==> src/rtl/ins_loader_if.sv <==
// Host-side byte stream, instruction-memory write port and processor start/end
// handshake for the program loader.
interface ins_loader_if #(
    parameter int unsigned ADDRESS_WIDTH     = 32,
    parameter int unsigned INSTRUCTION_WIDTH = 32
);
    logic                         load_start;
    logic                         byte_valid;
    logic [7:0]                   byte_data;
    logic                         byte_ready;
    logic                         im_wr_en;
    logic [ADDRESS_WIDTH-1:0]     im_wr_addr;
    logic [INSTRUCTION_WIDTH-1:0] im_wr_data;
    logic                         startProcess;
    logic                         endProcess;
    logic                         loader_busy;
    logic                         load_error;

    // Host / processor side
    modport master (
        output load_start, byte_valid, byte_data, endProcess,
        input  byte_ready, im_wr_en, im_wr_addr, im_wr_data,
               startProcess, loader_busy, load_error
    );

    // Loader side
    modport slave (
        input  load_start, byte_valid, byte_data, endProcess,
        output byte_ready, im_wr_en, im_wr_addr, im_wr_data,
               startProcess, loader_busy, load_error
    );
endinterface

==> src/rtl/ins_loader.sv <==
// Program loader: parses a 16-bit word-count header, assembles little-endian
// instructions into instruction memory, then starts the processor and waits for it.
module ins_loader #(
    parameter int unsigned INSTRUCTION_WIDTH = 32,
    parameter int unsigned IM_MEM_DEPTH      = 512,
    parameter int unsigned ADDRESS_WIDTH     = 32
) (
    input  logic         clk,
    input  logic         rst,
    ins_loader_if.slave  bus
);

    localparam int unsigned BYTE_W  = 8;
    localparam int unsigned COUNT_W = 16;
    localparam int unsigned ASM_W   = INSTRUCTION_WIDTH - BYTE_W;
    localparam logic [COUNT_W-1:0] MAX_WORDS = COUNT_W'(IM_MEM_DEPTH);

    typedef enum logic [2:0] {
        IDLE  = 3'd0,
        HDR   = 3'd1,
        DATA  = 3'd2,
        START = 3'd3,
        RUN   = 3'd4,
        ERR   = 3'd5
    } state_t;

    state_t                       state,      stateNext;
    logic [1:0]                   byteCnt,    byteCntNext;
    logic [COUNT_W-1:0]           wordIdx,    wordIdxNext;
    logic [COUNT_W-1:0]           wordCount,  wordCountNext;
    logic [ASM_W-1:0]             asmWord,    asmWordNext;
    logic                         byteReady,  byteReadyNext;
    logic                         wrEn,       wrEnNext;
    logic [ADDRESS_WIDTH-1:0]     wrAddr,     wrAddrNext;
    logic [INSTRUCTION_WIDTH-1:0] wrData,     wrDataNext;
    logic                         startPulse, startPulseNext;
    logic                         busy,       busyNext;
    logic                         errFlag,    errFlagNext;

    logic                         accept;
    logic [COUNT_W-1:0]           hdrCount;

    assign accept   = bus.byte_valid && byteReady;
    assign hdrCount = {bus.byte_data, wordCount[BYTE_W-1:0]};

    // State and registered outputs
    always_ff @(posedge clk or posedge rst) begin
        if (rst) begin
            state      <= IDLE;
            byteCnt    <= '0;
            wordIdx    <= '0;
            wordCount  <= '0;
            asmWord    <= '0;
            byteReady  <= 1'b0;
            wrEn       <= 1'b0;
            wrAddr     <= '0;
            wrData     <= '0;
            startPulse <= 1'b0;
            busy       <= 1'b0;
            errFlag    <= 1'b0;
        end else begin
            state      <= stateNext;
            byteCnt    <= byteCntNext;
            wordIdx    <= wordIdxNext;
            wordCount  <= wordCountNext;
            asmWord    <= asmWordNext;
            byteReady  <= byteReadyNext;
            wrEn       <= wrEnNext;
            wrAddr     <= wrAddrNext;
            wrData     <= wrDataNext;
            startPulse <= startPulseNext;
            busy       <= busyNext;
            errFlag    <= errFlagNext;
        end
    end

    // Next-state, counters and next output values
    always_comb begin
        stateNext      = state;
        byteCntNext    = byteCnt;
        wordIdxNext    = wordIdx;
        wordCountNext  = wordCount;
        asmWordNext    = asmWord;
        wrEnNext       = 1'b0;
        wrAddrNext     = wrAddr;
        wrDataNext     = wrData;
        startPulseNext = 1'b0;

        unique case (state)
            IDLE, ERR: begin
                if (bus.load_start) begin
                    stateNext   = HDR;
                    byteCntNext = '0;
                    wordIdxNext = '0;
                end
            end

            HDR: begin
                if (accept) begin
                    if (byteCnt == 2'd0) begin
                        wordCountNext[BYTE_W-1:0] = bus.byte_data;
                        byteCntNext               = 2'd1;
                    end else begin
                        wordCountNext = hdrCount;
                        byteCntNext   = '0;
                        wordIdxNext   = '0;
                        if (hdrCount == '0 || hdrCount > MAX_WORDS) begin
                            stateNext = ERR;
                        end else begin
                            stateNext = DATA;
                        end
                    end
                end
            end

            DATA: begin
                if (accept) begin
                    if (byteCnt == 2'd3) begin
                        // Fourth byte completes the word; write it next cycle
                        wrEnNext    = 1'b1;
                        wrAddrNext  = ADDRESS_WIDTH'({wordIdx, 2'b00});
                        wrDataNext  = {bus.byte_data, asmWord};
                        byteCntNext = '0;
                        wordIdxNext = wordIdx + COUNT_W'(1);
                        if (wordIdx == wordCount - COUNT_W'(1)) begin
                            stateNext = START;
                        end
                    end else begin
                        // Shift in from the top so byte 0 ends at the LSB
                        asmWordNext = {bus.byte_data, asmWord[ASM_W-1:BYTE_W]};
                        byteCntNext = byteCnt + 2'd1;
                    end
                end
            end

            START: begin
                startPulseNext = 1'b1;
                stateNext      = RUN;
            end

            RUN: begin
                if (bus.endProcess) begin
                    stateNext = IDLE;
                end
            end

            default: begin
                stateNext = IDLE;
            end
        endcase
    end

    // Status outputs track the state being entered so they align with it
    always_comb begin
        byteReadyNext = (stateNext == HDR) || (stateNext == DATA);
        busyNext      = (stateNext == HDR) || (stateNext == DATA) ||
                        (stateNext == START) || (stateNext == RUN);
        errFlagNext   = (stateNext == ERR);
    end

    assign bus.byte_ready   = byteReady;
    assign bus.im_wr_en     = wrEn;
    assign bus.im_wr_addr   = wrAddr;
    assign bus.im_wr_data   = wrData;
    assign bus.startProcess = startPulse;
    assign bus.loader_busy  = busy;
    assign bus.load_error   = errFlag;

endmodule

==> src/flat_wrapper.sv <==
// flat-port wrapper written by rule: the top's interface ports become plain ports
module ins_loader_flat 
#(
    parameter int unsigned INSTRUCTION_WIDTH = 32,
    parameter int unsigned IM_MEM_DEPTH      = 512,
    parameter int unsigned ADDRESS_WIDTH     = 32
)
  (clk, rst, bus_load_start, bus_byte_valid, bus_byte_data, bus_endProcess, bus_byte_ready, bus_im_wr_en, bus_im_wr_addr, bus_im_wr_data, bus_startProcess, bus_loader_busy, bus_load_error);
  ins_loader_if #(.ADDRESS_WIDTH(ADDRESS_WIDTH), .INSTRUCTION_WIDTH(INSTRUCTION_WIDTH)) bus_i ();
  input  logic clk;
  input  logic rst;
  input wire logic [$bits(bus_i.load_start)-1:0] bus_load_start;
  input wire logic [$bits(bus_i.byte_valid)-1:0] bus_byte_valid;
  input wire logic [$bits(bus_i.byte_data)-1:0] bus_byte_data;
  input wire logic [$bits(bus_i.endProcess)-1:0] bus_endProcess;
  output wire logic [$bits(bus_i.byte_ready)-1:0] bus_byte_ready;
  output wire logic [$bits(bus_i.im_wr_en)-1:0] bus_im_wr_en;
  output wire logic [$bits(bus_i.im_wr_addr)-1:0] bus_im_wr_addr;
  output wire logic [$bits(bus_i.im_wr_data)-1:0] bus_im_wr_data;
  output wire logic [$bits(bus_i.startProcess)-1:0] bus_startProcess;
  output wire logic [$bits(bus_i.loader_busy)-1:0] bus_loader_busy;
  output wire logic [$bits(bus_i.load_error)-1:0] bus_load_error;
  assign bus_i.load_start = bus_load_start;
  assign bus_i.byte_valid = bus_byte_valid;
  assign bus_i.byte_data = bus_byte_data;
  assign bus_i.endProcess = bus_endProcess;
  assign bus_byte_ready = bus_i.byte_ready;
  assign bus_im_wr_en = bus_i.im_wr_en;
  assign bus_im_wr_addr = bus_i.im_wr_addr;
  assign bus_im_wr_data = bus_i.im_wr_data;
  assign bus_startProcess = bus_i.startProcess;
  assign bus_loader_busy = bus_i.loader_busy;
  assign bus_load_error = bus_i.load_error;
  ins_loader #(.INSTRUCTION_WIDTH(INSTRUCTION_WIDTH), .IM_MEM_DEPTH(IM_MEM_DEPTH), .ADDRESS_WIDTH(ADDRESS_WIDTH)) u_core (.clk(clk), .rst(rst), .bus(bus_i));
endmodule
==> config.mk <==
export PLATFORM = sky130hd
export DESIGN_NAME = ins_loader_flat
export DESIGN_NICKNAME = d
export VERILOG_FILES = /design/src/rtl/ins_loader_if.sv /design/src/rtl/ins_loader.sv /design/src/flat_wrapper.sv
export SDC_FILE = /design/constraint.sdc
export NUM_CORES = 1
export LEC_CHECK = 0
export BUFFER_PORTS_ARGS = -buffer_cell sky130_fd_sc_hd__buf_4
export CAP_MARGIN = 10
export CORE_MARGIN = 4
export CORE_UTILIZATION = 44
export CTS_BUF_LIST = sky130_fd_sc_hd__clkbuf_8
export CTS_CLUSTER_SIZE = 10
export DETAILED_ROUTE_END_ITERATION = 10
export GPL_TIMING_DRIVEN = 1
export PLACE_DENSITY = 0.73
export SLEW_MARGIN = 25
export SYNTH_ARGS = -nofsm -noshare
export SYNTH_HDL_FRONTEND = slang
export SYNTH_SLANG_ARGS = --single-unit
==> constraint.sdc <==
create_clock -name clk -period 4.2 [get_ports clk]
set_clock_uncertainty 0.1 [all_clocks]
set_input_delay 0.42 -clock clk [delete_from_list [all_inputs] [get_ports clk]]
set_output_delay 0.42 -clock clk [all_outputs]
set_load 0.1 [all_outputs]
After elaboration in Yosys (flattened, before gate mapping)
Cells that the tools add are included.

word-level totals
  word-level logic and storage cells = 77
  input port bits = 13
  bits in registers = 114
  output and inout bits = 69

cells by class
  $add $sub $neg = 3
  $lt $le $gt $ge = 1
  equal/unequal tests = 17
  reduce and logical (&&, ||, !) cells = 16
  bitwise operators = 2
  muxes and demuxes = 25

operator list
  kind                                                                                count
  16-bit two-way mux                                                                  5
  16-bit one-hot mux with 3 select lines                                              1
  3-bit two-way mux                                                                   8
  16-bit by 1-bit adder with 16-bit output (second input constant)                    1
  16-bit equality test                                                                1
  16-bit by 10-bit greater-than comparator with 1-bit output (second input constant)  1
  16-bit logical NOT                                                                  1
  16-bit by 1-bit subtractor with 16-bit output (second input constant)               1
  3-bit one-hot mux with 5 select lines                                               1
  3-bit by 2-bit equality test with 1-bit output (second input constant)              4
  3-bit equality test (second input constant)                                         4
  3-bit AND reduction                                                                 4
  2-bit two-way mux                                                                   4
  3-bit by 1-bit equality test with 1-bit output (second input constant)              2
  2-bit by 1-bit inequality test with 1-bit output (second input constant)            3
  2-bit one-hot mux with 3 select lines                                               1
  6-bit AND reduction                                                                 1
  1-bit two-way mux                                                                   5
  1-bit logical OR                                                                    4
  2-bit inequality test (second input constant)                                       2
  4-bit AND reduction                                                                 1
  3-bit logical NOT                                                                   1
  3-bit nonzero test                                                                  1
  2-bit by 1-bit adder with 2-bit output (second input constant)                      1
  5 further kinds                                                                     6

Longest topological paths before layout
  word-level depth = 10
  gate-level depth with buffers = 10
  mapped depth without buffers = 8

Worst setup path before layout
No wires, ideal clock.

  path type = reg-to-reg
  start = reg u_core.wordCount[0]
  end = reg u_core.byteReady, in the netlist u_core.bus.byte_ready
  path slack = 1616 ps
  setup time = 125 ps
  clock period less this slack = 2584 ps
  arrival = 2359 ps
  path buffers = 2
  required time = 3975 ps
  cell stages (with the launch flop) = 11
  cell sequence = dfrtp_1 -> clkbuf_1 -> inv_1 -> ha_1 -> buf_2 -> or4b_4 -> o21ba_1 -> o31a_1 -> a2111oi_4 -> nand4_2 -> nor2b_1

on the way
  cells in the longest elaborated chain, start to end = 8
  elaborated cells on any way between the ends = 15
  those cells by class = add/sub: 1; order compare: 1; eq/ne: 3; mux: 7; reduce/logical: 3

RTL lines
  what                                                                                                                     line                                  text
  from (decl)                                                                                                              ins_loader.sv:30                      logic [COUNT_W-1:0] wordCount, wordCountNext;
  from (signal assigned)                                                                                                   ins_loader.sv:65                      wordCount <= wordCountNext;
  16-bit by 1-bit subtractor with 16-bit output, or another cell as far along                                              ins_loader.sv:125                     if (wordIdx == wordCount - COUNT_W'(1)) begin
  16-bit equality test / 1-bit logical OR (equally long branches)                                                          ins_loader.sv:125, ins_loader.sv:107
  3-bit two-way mux, on equally long branches                                                                              ins_loader.sv:125, ins_loader.sv:107
  3-bit two-way mux, on equally long branches                                                                              ins_loader.sv:118, ins_loader.sv:100
  3-bit two-way mux, on equally long branches                                                                              ins_loader.sv:117, ins_loader.sv:99
  3-bit one-hot mux with 5 select lines *                                                                                  ins_loader.sv:89                      unique case (state)
  3-bit by 1-bit equality test with 1-bit output / 3-bit by 2-bit equality test with 1-bit output (equally long branches)  ins_loader.sv:155                     byteReadyNext = (stateNext == HDR) || (stateNext == DATA);
  1-bit logical OR *                                                                                                       ins_loader.sv:155
  via u_core.byteReadyNext                                                                                                 ins_loader.sv:32                      logic byteReady, byteReadyNext;
  to (signal assigned)                                                                                                     ins_loader.sv:67                      byteReady <= byteReadyNext;
  to (decl)                                                                                                                ins_loader.sv:32

Mark *: on every way through the listed nets, which the timed path passes. The rest lies on a longest branch.
A chain may end at the register's enable or synchronous reset.

Worst setup path in the final report
Ends and elaborated chain as after synthesis.

==> flow_summary.toml <==
[power_and_ir_drop]
p_sw_w = 0.00217
leakagePower_nw = 3.19
p_per_area_mw_per_mm2 = 708
p_total_w = 0.00459
peakVddDrop_mv = 0.485
sequentialPowerShare = 0.343
p_sw_frac = 0.472
p_int_w = 0.00242
p_comb_frac = 0.425
clockPowerShare = 0.232

[clock_tree]
numClockSinks = 114
ctsResizeCount = 0
path_clk_slew_ns = 0.07
cts_made_buffers = 17
cts_root_buffer = "clkbuf_8"
clockBufferDepth = 2
insertion_delay_ns = 0.43
htreeDepth = 4
cts_hold_buf = 0
post_cts_buffers = 0
cts_tree = "done"

[critical_path]
critPathTopFamily = "simple AND/OR/NAND/NOR gates"
critPathLaunchType = "flop"
slowest_stage = "or4b_4"
worst_setup_path_end_kind = "flop"
crit_chain = "inv_1, ha_1, or4b_4, o21ba_1, o31a_1, a2111oi_4, nand4_2, nor2b_1"
cp_max_fo = 7
required_ns = 4.42
slowest_delay_ns = 0.53
critPathKind = "flop to flop"
worst-path-buf-inv = 1
arrival_ns = 2.99

[grt]
track_usage = 0.178
grt-ovfl-total = 0
grt_pass1_wl_mm = 20.6
grt_pass1_vias = 4233
antenna_found_initial = 0
grt_max_degree = 78

[sta]
fin_tns_setup_ns = 0
setup_violations = 0
period_share = 0.660
drv_slew = 0
maxClockFrequency_mhz = 361
worst_pin_slew_ns = 0.850
finalHoldViolCount = 0
min_period_ns = 2.77
rsz0062_at_grt = "false"
max_slew_margin = 0.431

[cells_and_area]
multi_input_area_mm2 = 0.00243
final_common_cell = "nand2_1"
layout_common_cells = "nand2_1, dfrtp_1, buf_4, mux2_2, o21ai_0"
area_growth_pct = 17.1
ff_latch_area_mm2 = 0.00285
antennaDiodeCount = 0
finalNonFillerCells = 796
drive_gt1_frac = 0.237
design_area_mm2 = 0.00648
nFillCells = 1087
nets = 633

[placed_design]
port_buffers = 65
dp.cells = 764
post_dp_cell_area_mm2 = 0.00605
hpwlAfterDp_mm = 8.42
gp_congestion = 0.905

[routing]
viasPerCell = 5.27
wire_per_inst_um = 15.2
drtAntennaViolNets = 0
via_count = 4196
drc = 0
wirelength_mm = 12.1
drt_iter0_drc = 279
dr.pass1.iters = 6

[logic_synthesis]
yosysTopAreaCell = "dfrtp_1"
seq_area_frac_synth = 0.515
synthFlopType = "dfrtp_1"
synth_top_area_share = 0.515
synth_edf_count = 0
yosys_warnings = 0
async_flop_share = 1.00
synthTopCellsByArea = "dfrtp_1, nand2_1, mux2_2, o21ai_0, xnor2_1"
synth_cells = 567
ys_types = 59
syn_area_per_cell_um2 = 9.76
ys_ff_latch = 114
netlist_area_mm2 = 0.00553

[die]
start_util = 0.455
die_height_um = 120
fp-row-count = 40
die_w_um = 120
pin_count = 82
core_area_mm2 = 0.0122
dieArea_mm2 = 0.0144

[min_path]
min_path_type = "primary input to asynchronous set/reset pin"

[run_status]
status = "finished clean"

[run]
maxCapViolCount = 0
==> routing by layer <==
| metal | share of wire | track usage |
|---|---|---|
| met2 | 0.48 | 0.279 |
| met5 | 0 | 0 |
| met4 | 0.013 | 0.0544 |
| met3 | 0.056 | 0.0518 |
| met1 | 0.45 | 0.239 |
==> cell usage after synthesis, types with 3 or more instances <==
master	instances
inv_1	12
ha_1	4
nand4b_1	4
o31ai_1	5
dfrtp_1	114
nor2b_1	4
buf_2	5
nand3_1	11
clkbuf_1	28
buf_4	16
xnor2_1	14
nor2_1	17
nor3_1	7
and3_1	5
buf_1	4
nand4_1	6
a21oi_1	6
o21ai_0	28
mux2_2	39
nor4_1	7
and3b_1	4
nand2_1	168
a31oi_1	4
o31a_1	3
xor2_1	7
==> flip-flops by register name, summed over array words and instances, names as in the netlist, 2 cells and up <==
name,cells
u_core.asmWord,24
u_core.wordIdx,16
u_core.byteCnt,2
u_core.bus.im_wr_addr,16
u_core.bus.im_wr_data,32
u_core.wordCount,16
u_core.state,3
==> path summary, 6_finish.rpt <==
| path | startpoint | to | slack, ns | cells past startpoint |
|---|---|---|---|---|
| setup reg to reg | u_core.wordCount[0] | u_core.bus.byte_ready | 1.43 | 8 |
| min in group clk | bus_byte_data[6] | u_core.bus.im_wr_data[30] | 0.14 | 3 |
| hold / removal | rst | u_core.bus.im_wr_data[2] | 0.01 | 2 |
| max in group asynchronous | rst | u_core.state[0] | 3.04 | 3 |
| hold reg to reg | u_core.bus.im_wr_addr[3] | u_core.bus.im_wr_addr[3] | 0.38 | 2 |
| setup / recovery | u_core.wordCount[0] | u_core.bus.byte_ready | 1.43 | 8 |
==> power by group through the flow <==
stage | Clock [W] | Sequential [W] | Combinational, W
after floorplan | 0 | 0.00264 | 0.000502
final | 0.00106 | 0.00158 | 0.00195
after global placement | 0 | 0.00158 | 0.00193
after CTS | 0.00108 | 0.00158 | 0.00196
after detailed placement | 0 | 0.00159 | 0.00196
after global routing | 0.00114 | 0.00161 | 0.00205
==> cell type report <==
cell class	count	share of cell area
Inverter	12	0.00772
Sequential cell	114	0.440
Multi-Input combinational cell	402	0.375
Clock inverter	11	0.0214
Timing Repair Buffer	69	0.0805
Clock buffer	20	0.0425
Tap cell	168	0.0324
==> through the flow <==
step,util,setup slack (ns),hold slack (ns)
floorplan,-,0.664,0.335
global placement,0.497,1.57,0.359
detailed placement,0.498,1.46,0.364
CTS,0.532,1.44,0.133
global route,0.533,1.34,0.0359
finish,0.533,1.43,0.00998
==> cells by family after synthesis <==
| logic type | Yosys count | synth area share |
|---|---|---|
| adders and majority gates | 4 | 0.00904 |
| muxes | 41 | 0.0830 |
| buffers and inverters | 66 | 0.0581 |
| other | 1 | 0.000678 |
| xor gates and xnor gates | 23 | 0.0414 |
| AOI/OAI and AO/OA | 72 | 0.0922 |
| DFF | 114 | 0.515 |
| and+or+nand+nor | 246 | 0.200 |
(Power assumes the default switching activity.)
